### src/rtl/knight_pkg.sv
// Shared constants and types for the knight LED chaser family.
// Width and init values are also used by the chaser core.
package knight_pkg;

    localparam int KNIGHT_DIV_WIDTH = 24;

    localparam logic [KNIGHT_DIV_WIDTH-1:0] KNIGHT_DIV_INIT = 24'h7FFFFF;
    localparam logic [KNIGHT_DIV_WIDTH-1:0] KNIGHT_DIV_MIN  = 24'h080000;
    localparam logic [KNIGHT_DIV_WIDTH-1:0] KNIGHT_DIV_MAX  = 24'hF80000;
    localparam logic [KNIGHT_DIV_WIDTH-1:0] KNIGHT_DIV_STEP = 24'h080000;

    typedef enum logic [1:0] {
        IDLE,
        HOLD,
        REPEAT
    } rpt_state_e;

endpackage

### src/rtl/knight_speed_ctrl_button.sv
// One push-button path: 2-flop sync, debounce, press edge detect
// and optional auto-repeat. Emits a one-cycle evt per press/repeat.
module button_debounce
    import knight_pkg::*;
#(
    parameter int DB_COUNT     = 1_000_000,
    parameter int REPEAT_DELAY = 50_000_000,
    parameter int REPEAT_RATE  = 10_000_000,
    parameter bit REPEAT_EN    = 1'b1
) (
    input  logic clk_src,
    input  logic reset_n,
    input  logic btn_raw,
    output logic evt
);

    localparam int DBW = $clog2(DB_COUNT);
    localparam int RW  = (REPEAT_DELAY > REPEAT_RATE) ?
                         $clog2(REPEAT_DELAY) : $clog2(REPEAT_RATE);

    logic           sync1_q, sync2_q;
    logic           acc_q, acc_d;
    logic           acc_dly_q;
    logic [DBW-1:0] db_cnt_q, db_cnt_d;
    rpt_state_e     state_q, state_d;
    logic [RW-1:0]  rpt_cnt_q, rpt_cnt_d;
    logic           rise;
    logic           rpt_evt;

    always_comb begin
        acc_d    = acc_q;
        db_cnt_d = '0;
        if (sync2_q != acc_q) begin
            if (db_cnt_q == DBW'(DB_COUNT - 1)) begin
                acc_d = ~acc_q;
            end else begin
                db_cnt_d = db_cnt_q + 1'b1;
            end
        end
    end

    assign rise = acc_q & ~acc_dly_q;

    always_comb begin
        state_d   = state_q;
        rpt_cnt_d = rpt_cnt_q;
        rpt_evt   = 1'b0;
        unique case (state_q)
            IDLE: begin
                if (rise) begin
                    state_d   = HOLD;
                    rpt_cnt_d = '0;
                end
            end
            HOLD: begin
                if (!acc_q) begin
                    state_d   = IDLE;
                    rpt_cnt_d = '0;
                end else if (rpt_cnt_q == RW'(REPEAT_DELAY - 1)) begin
                    state_d   = REPEAT;
                    rpt_cnt_d = '0;
                    rpt_evt   = 1'b1;
                end else begin
                    rpt_cnt_d = rpt_cnt_q + 1'b1;
                end
            end
            REPEAT: begin
                if (!acc_q) begin
                    state_d   = IDLE;
                    rpt_cnt_d = '0;
                end else if (rpt_cnt_q == RW'(REPEAT_RATE - 1)) begin
                    rpt_cnt_d = '0;
                    rpt_evt   = 1'b1;
                end else begin
                    rpt_cnt_d = rpt_cnt_q + 1'b1;
                end
            end
            default: begin
                state_d   = IDLE;
                rpt_cnt_d = '0;
            end
        endcase
        if (!REPEAT_EN) begin
            state_d   = IDLE;
            rpt_cnt_d = '0;
            rpt_evt   = 1'b0;
        end
    end

    assign evt = rise | rpt_evt;

    always_ff @(posedge clk_src or negedge reset_n) begin
        if (!reset_n) begin
            sync1_q   <= 1'b0;
            sync2_q   <= 1'b0;
            acc_q     <= 1'b0;
            acc_dly_q <= 1'b0;
            db_cnt_q  <= '0;
            state_q   <= IDLE;
            rpt_cnt_q <= '0;
        end else begin
            sync1_q   <= btn_raw;
            sync2_q   <= sync1_q;
            acc_q     <= acc_d;
            acc_dly_q <= acc_q;
            db_cnt_q  <= db_cnt_d;
            state_q   <= state_d;
            rpt_cnt_q <= rpt_cnt_d;
        end
    end

endmodule

### src/rtl/knight_speed_ctrl.sv
// Button-driven speed control for the LED chaser: turns debounced
// faster/slower/default events into a saturating divider value.
module knight_speed_ctrl
    import knight_pkg::*;
#(
    parameter int DIV_WIDTH    = KNIGHT_DIV_WIDTH,
    parameter int DB_COUNT     = 1_000_000,
    parameter int REPEAT_DELAY = 50_000_000,
    parameter int REPEAT_RATE  = 10_000_000,
    parameter logic [DIV_WIDTH-1:0] DIV_STEP = KNIGHT_DIV_STEP,
    parameter logic [DIV_WIDTH-1:0] DIV_MIN  = KNIGHT_DIV_MIN,
    parameter logic [DIV_WIDTH-1:0] DIV_MAX  = KNIGHT_DIV_MAX,
    parameter logic [DIV_WIDTH-1:0] DIV_INIT = KNIGHT_DIV_INIT
) (
    input  logic                 clk_src,
    input  logic                 reset_n,
    input  logic                 btn_faster,
    input  logic                 btn_slower,
    input  logic                 btn_default,
    output logic [DIV_WIDTH-1:0] divider,
    output logic                 changed
);

    logic                 ev_fast, ev_slow, ev_def;
    logic [DIV_WIDTH-1:0] div_q, div_d;
    logic                 changed_q, changed_d;
    logic [DIV_WIDTH:0]   sum, diff;

    button_debounce #(
        .DB_COUNT     (DB_COUNT),
        .REPEAT_DELAY (REPEAT_DELAY),
        .REPEAT_RATE  (REPEAT_RATE),
        .REPEAT_EN    (1'b1)
    ) u_fast (
        .clk_src (clk_src),
        .reset_n (reset_n),
        .btn_raw (btn_faster),
        .evt     (ev_fast)
    );

    button_debounce #(
        .DB_COUNT     (DB_COUNT),
        .REPEAT_DELAY (REPEAT_DELAY),
        .REPEAT_RATE  (REPEAT_RATE),
        .REPEAT_EN    (1'b1)
    ) u_slow (
        .clk_src (clk_src),
        .reset_n (reset_n),
        .btn_raw (btn_slower),
        .evt     (ev_slow)
    );

    button_debounce #(
        .DB_COUNT     (DB_COUNT),
        .REPEAT_DELAY (REPEAT_DELAY),
        .REPEAT_RATE  (REPEAT_RATE),
        .REPEAT_EN    (1'b0)
    ) u_def (
        .clk_src (clk_src),
        .reset_n (reset_n),
        .btn_raw (btn_default),
        .evt     (ev_def)
    );

    // One extra bit so the step can never wrap before the clamp
    always_comb begin
        sum  = {1'b0, div_q} + {1'b0, DIV_STEP};
        diff = {1'b0, div_q} - {1'b0, DIV_STEP};
        div_d = div_q;
        if (ev_def) begin
            div_d = DIV_INIT;
        end else if (ev_fast && ev_slow) begin
            div_d = div_q;
        end else if (ev_fast) begin
            if (diff[DIV_WIDTH] || (diff < {1'b0, DIV_MIN})) begin
                div_d = DIV_MIN;
            end else begin
                div_d = diff[DIV_WIDTH-1:0];
            end
        end else if (ev_slow) begin
            if (sum > {1'b0, DIV_MAX}) begin
                div_d = DIV_MAX;
            end else begin
                div_d = sum[DIV_WIDTH-1:0];
            end
        end
        changed_d = (div_d != div_q);
    end

    always_ff @(posedge clk_src or negedge reset_n) begin
        if (!reset_n) begin
            div_q     <= DIV_INIT;
            changed_q <= 1'b0;
        end else begin
            div_q     <= div_d;
            changed_q <= changed_d;
        end
    end

    assign divider = div_q;
    assign changed = changed_q;

endmodule

### config.mk
export PLATFORM = sky130hd
export DESIGN_NAME = knight_speed_ctrl
export DESIGN_NICKNAME = d
export VERILOG_FILES = /design/src/rtl/knight_pkg.sv /design/src/rtl/knight_speed_ctrl_button.sv /design/src/rtl/knight_speed_ctrl.sv
export SDC_FILE = /design/constraint.sdc
export NUM_CORES = 1
export LEC_CHECK = 0
export CAP_MARGIN = 20
export CORE_MARGIN = 2
export CORE_UTILIZATION = 55
export CTS_BUF_LIST = sky130_fd_sc_hd__clkbuf_16
export CTS_CLUSTER_SIZE = 40
export DETAILED_ROUTE_END_ITERATION = 6
export DONT_BUFFER_PORTS = 1
export MAX_ROUTING_LAYER = met4
export PLACE_DENSITY_LB_ADDON = 0.1
export SETUP_SLACK_MARGIN = 0.2
export SYNTH_ARGS = -nofsm -noshare
export SYNTH_HDL_FRONTEND = slang
export SYNTH_SLANG_ARGS = --single-unit
### constraint.sdc
create_clock -name clk_src -period 8.5 [get_ports clk_src]
set_clock_uncertainty 0.2 [all_clocks]
set_input_delay 1.7 -clock clk_src [delete_from_list [all_inputs] [get_ports clk_src]]
set_output_delay 1.7 -clock clk_src [all_outputs]
set_load 0.05 [all_outputs]
==> flow_metrics.py <==
metrics = {
    "timing": {
        "hold_viol": 0,
        "setup-tns-final_ns": 0,
        "finalCriticalPeriod_ns": 4.28,
        "period_share": 0.504,
        "drv_slew": 0,
        "worst_pin_slew_ns": 0.855,
        "slew_headroom": 0.429,
        "setup_viol": 0,
        "fmaxAchievable_mhz": 234,
        "rsz0062_at_grt": "false",
    },
    "final_layout": {
        "multi_input_area_mm2": 0.00399,
        "ff_latch_area_mm2": 0.00386,
        "final_common_cell": "dfrtp_1",
        "nNetsFinal": 903,
        "synthToLayoutAreaGrowth_pct": 8.05,
        "diodes": 0,
        "final_cell_area_mm2": 0.00873,
        "fill_cells": 1180,
        "final_cell_mix": "dfrtp_1, nand2_1, nor2_1",
        "drive_gt1_frac": 0.0815,
    },
    "route": {
        "dr.pass1.iters": 6,
        "via_per_inst": 5.91,
        "wl_um": 16600,
        "drt_iter0_markers": 536,
        "ant_nets": 0,
        "drc": 0,
        "wl_per_cell_um": 15.4,
        "route.vias.total": 6388,
    },
    "synthesis": {
        "synth_nets": 912,
        "synth_edf_count": 0,
        "syn_area_mm2": 0.00808,
        "async_reset_ff_frac": 1.00,
        "synth-seq-area-share": 0.477,
        "synthFlopType": "dfrtp_1",
        "ys_ff_latch": 153,
        "netlist_instances": 892,
        "yosys_warnings": 0,
        "syn_area_per_cell_um2": 9.06,
        "synth_cell_types": 66,
    },
    "clock_network": {
        "clk_latency_ns": 0.43,
        "cts_setup_buffers": 0,
        "htreeDepth": 4,
        "path_clk_slew_ns": 0.06,
        "cts-hold-fix-buffers": 0,
        "cts_buffer_depth": 2,
        "cts_buffers": 17,
        "tritoncts": "done",
        "cts_resized": 0,
        "cts_root_buf": "clkbuf_16",
        "clkSinkCount": 153,
    },
    "die": {
        "die_w_um": 125,
        "start_util": 0.560,
        "dieArea_mm2": 0.0157,
        "fp.dieH_um": 125,
        "ios": 30,
        "std_cell_rows": 44,
        "core_area_mm2": 0.0144,
    },
    "global_routing": {
        "use_met1": 0.302,
        "top_usage_layer": "met2",
        "grt_use_met3": 0.0505,
        "gr-usage-met2": 0.355,
        "grt_max_degree": 154,
        "grtUsageTotal": 0.227,
        "overflow": 0,
        "grt_pass1_wl_um": 29000,
        "grt_pass1_vias": 6187,
        "antenna_found_initial": 0,
    },
    "placement": {
        "port_buffers": 0,
        "gp_congestion": 0.906,
        "post_dp_cell_area_mm2": 0.00819,
        "dp.final_hpwl_um": 11100,
    },
    "worst_setup_path": {
        "cp.required_ns": 8.58,
        "crit_type": "reg2reg",
        "worst_setup_path_start_kind": "flop",
        "crit_arrival_ns": 4.36,
        "cp_max_fo": 15,
        "cp-end-kind": "flop",
    },
    "power_and_ir_drop": {
        "vdd_drop_max_uv": 146,
        "p_per_area_mw_per_mm2": 165,
        "p_leak_uw": 0.00372,
    },
    "flow_run": {
        "drv_cap": 0,
    },
    "min_path": {
        "min_path_type": "reg2reg",
    },
    "outcome": {
        "status": "complete, no violations",
    },
}
-- final timing paths --
check	start	to	slack (ns)	cells past startpoint
worst min-delay path	u_def.sync1_q	u_def.sync2_q	0.15	0
worst max-delay path	u_fast.rpt_cnt_q[7]	changed	4.22	8
worst min register to register	u_def.sync1_q	u_def.sync2_q	0.15	0
min in group asynchronous	reset_n	u_def.acc_dly_q	0.77	0
max in group asynchronous	reset_n	divider[21]	7.10	0
worst max register to register	u_fast.rpt_cnt_q[7]	changed	4.22	8
-- flip-flops by register name, summed over array words and instances (netlist names), 2 cells and up --
register          cells
u_fast.db_cnt_q      20
divider              24
u_fast.state_q        2
u_fast.rpt_cnt_q     26
u_slow.state_q        2
u_slow.rpt_cnt_q     26
u_def.db_cnt_q       20
u_slow.db_cnt_q      20
-- layer usage --
metal  share of wire  wire [µm]
met5               0          0
met4           0.013        218
met3           0.041        679
met2            0.47       7810
met1            0.47       7870
-- worst max-delay path, cell delays in order, from the launching register on --
cell      delay, ns
dfrtp_1        0.45
or4b_1         0.54
or4_1          0.53
or4_4          0.56
o221ai_2       0.55
or3_1          0.22
a21oi_1        0.06
or4_1          0.50
or4_1          0.53
-- per-stage QoR --
step,power (µW),instances,utilization,hold slack [ns],setup slack (ns)
floorplan,759,892,-,0.131,4.77
global placement,761,1048,0.567,0.133,4.32
detailed placement,762,1048,0.567,0.136,4.22
CTS,1460,1080,0.605,0.151,4.24
global route,1500,1080,0.605,0.156,4.03
finish,1440,1080,0.605,0.148,4.22
-- power breakdown --
part	total, µW	internal [µW]	switching (µW)
clock network	689	379	310
registers	738	734	3.79
logic	11.2	3.99	7.16
-- cells by family (layout without fill, tap and decap cells) --
kind of cell / Yosys count / in the layout / share of synthesized area
AO/OA/AOI/OAI: 148 / 148 / 0.112
XOR/XNOR: 74 / 74 / 0.0802
adder cells (fa/ha/maj): 15 / 15 / 0.0232
buffers and inverters: 53 / 57 / 0.0290
flip-flops: 153 / 153 / 0.477
multiplexers: 5 / 5 / 0.00666
AND/OR/NAND/NOR: 444 / 444 / 0.272
-- cell usage after synthesis (12+ instances only) --
| cell type | count | share of area |
|---|---|---|
| a21oi_1 | 30 | 0.019 |
| and3_1 | 32 | 0.025 |
| clkbuf_1 | 24 | 0.011 |
| dfrtp_1 | 130 | 0.40 |
| dfstp_2 | 23 | 0.075 |
| ha_1 | 15 | 0.023 |
| inv_1 | 21 | 0.0098 |
| nand2_1 | 126 | 0.059 |
| nand3_1 | 59 | 0.037 |
| nand4_1 | 26 | 0.020 |
| nor2_1 | 102 | 0.047 |
| nor2b_1 | 12 | 0.0093 |
| nor3_1 | 15 | 0.0093 |
| o21ai_0 | 66 | 0.041 |
| o31ai_1 | 18 | 0.017 |
| xnor2_1 | 34 | 0.037 |
| xor2_1 | 40 | 0.043 |
-- cell type report --
| cell class | count | area share |
|---|---|---|
| Clock buffer | 17 | 0.0487 |
| Clock inverter | 15 | 0.0138 |
| Inverter | 21 | 0.00903 |
| Multi-Input combinational cell | 686 | 0.457 |
| Sequential cell | 153 | 0.442 |
| Tap cell | 184 | 0.0264 |
| Timing Repair Buffer | 4 | 0.00344 |
Note: power is estimated with default switching activity, not from simulation.
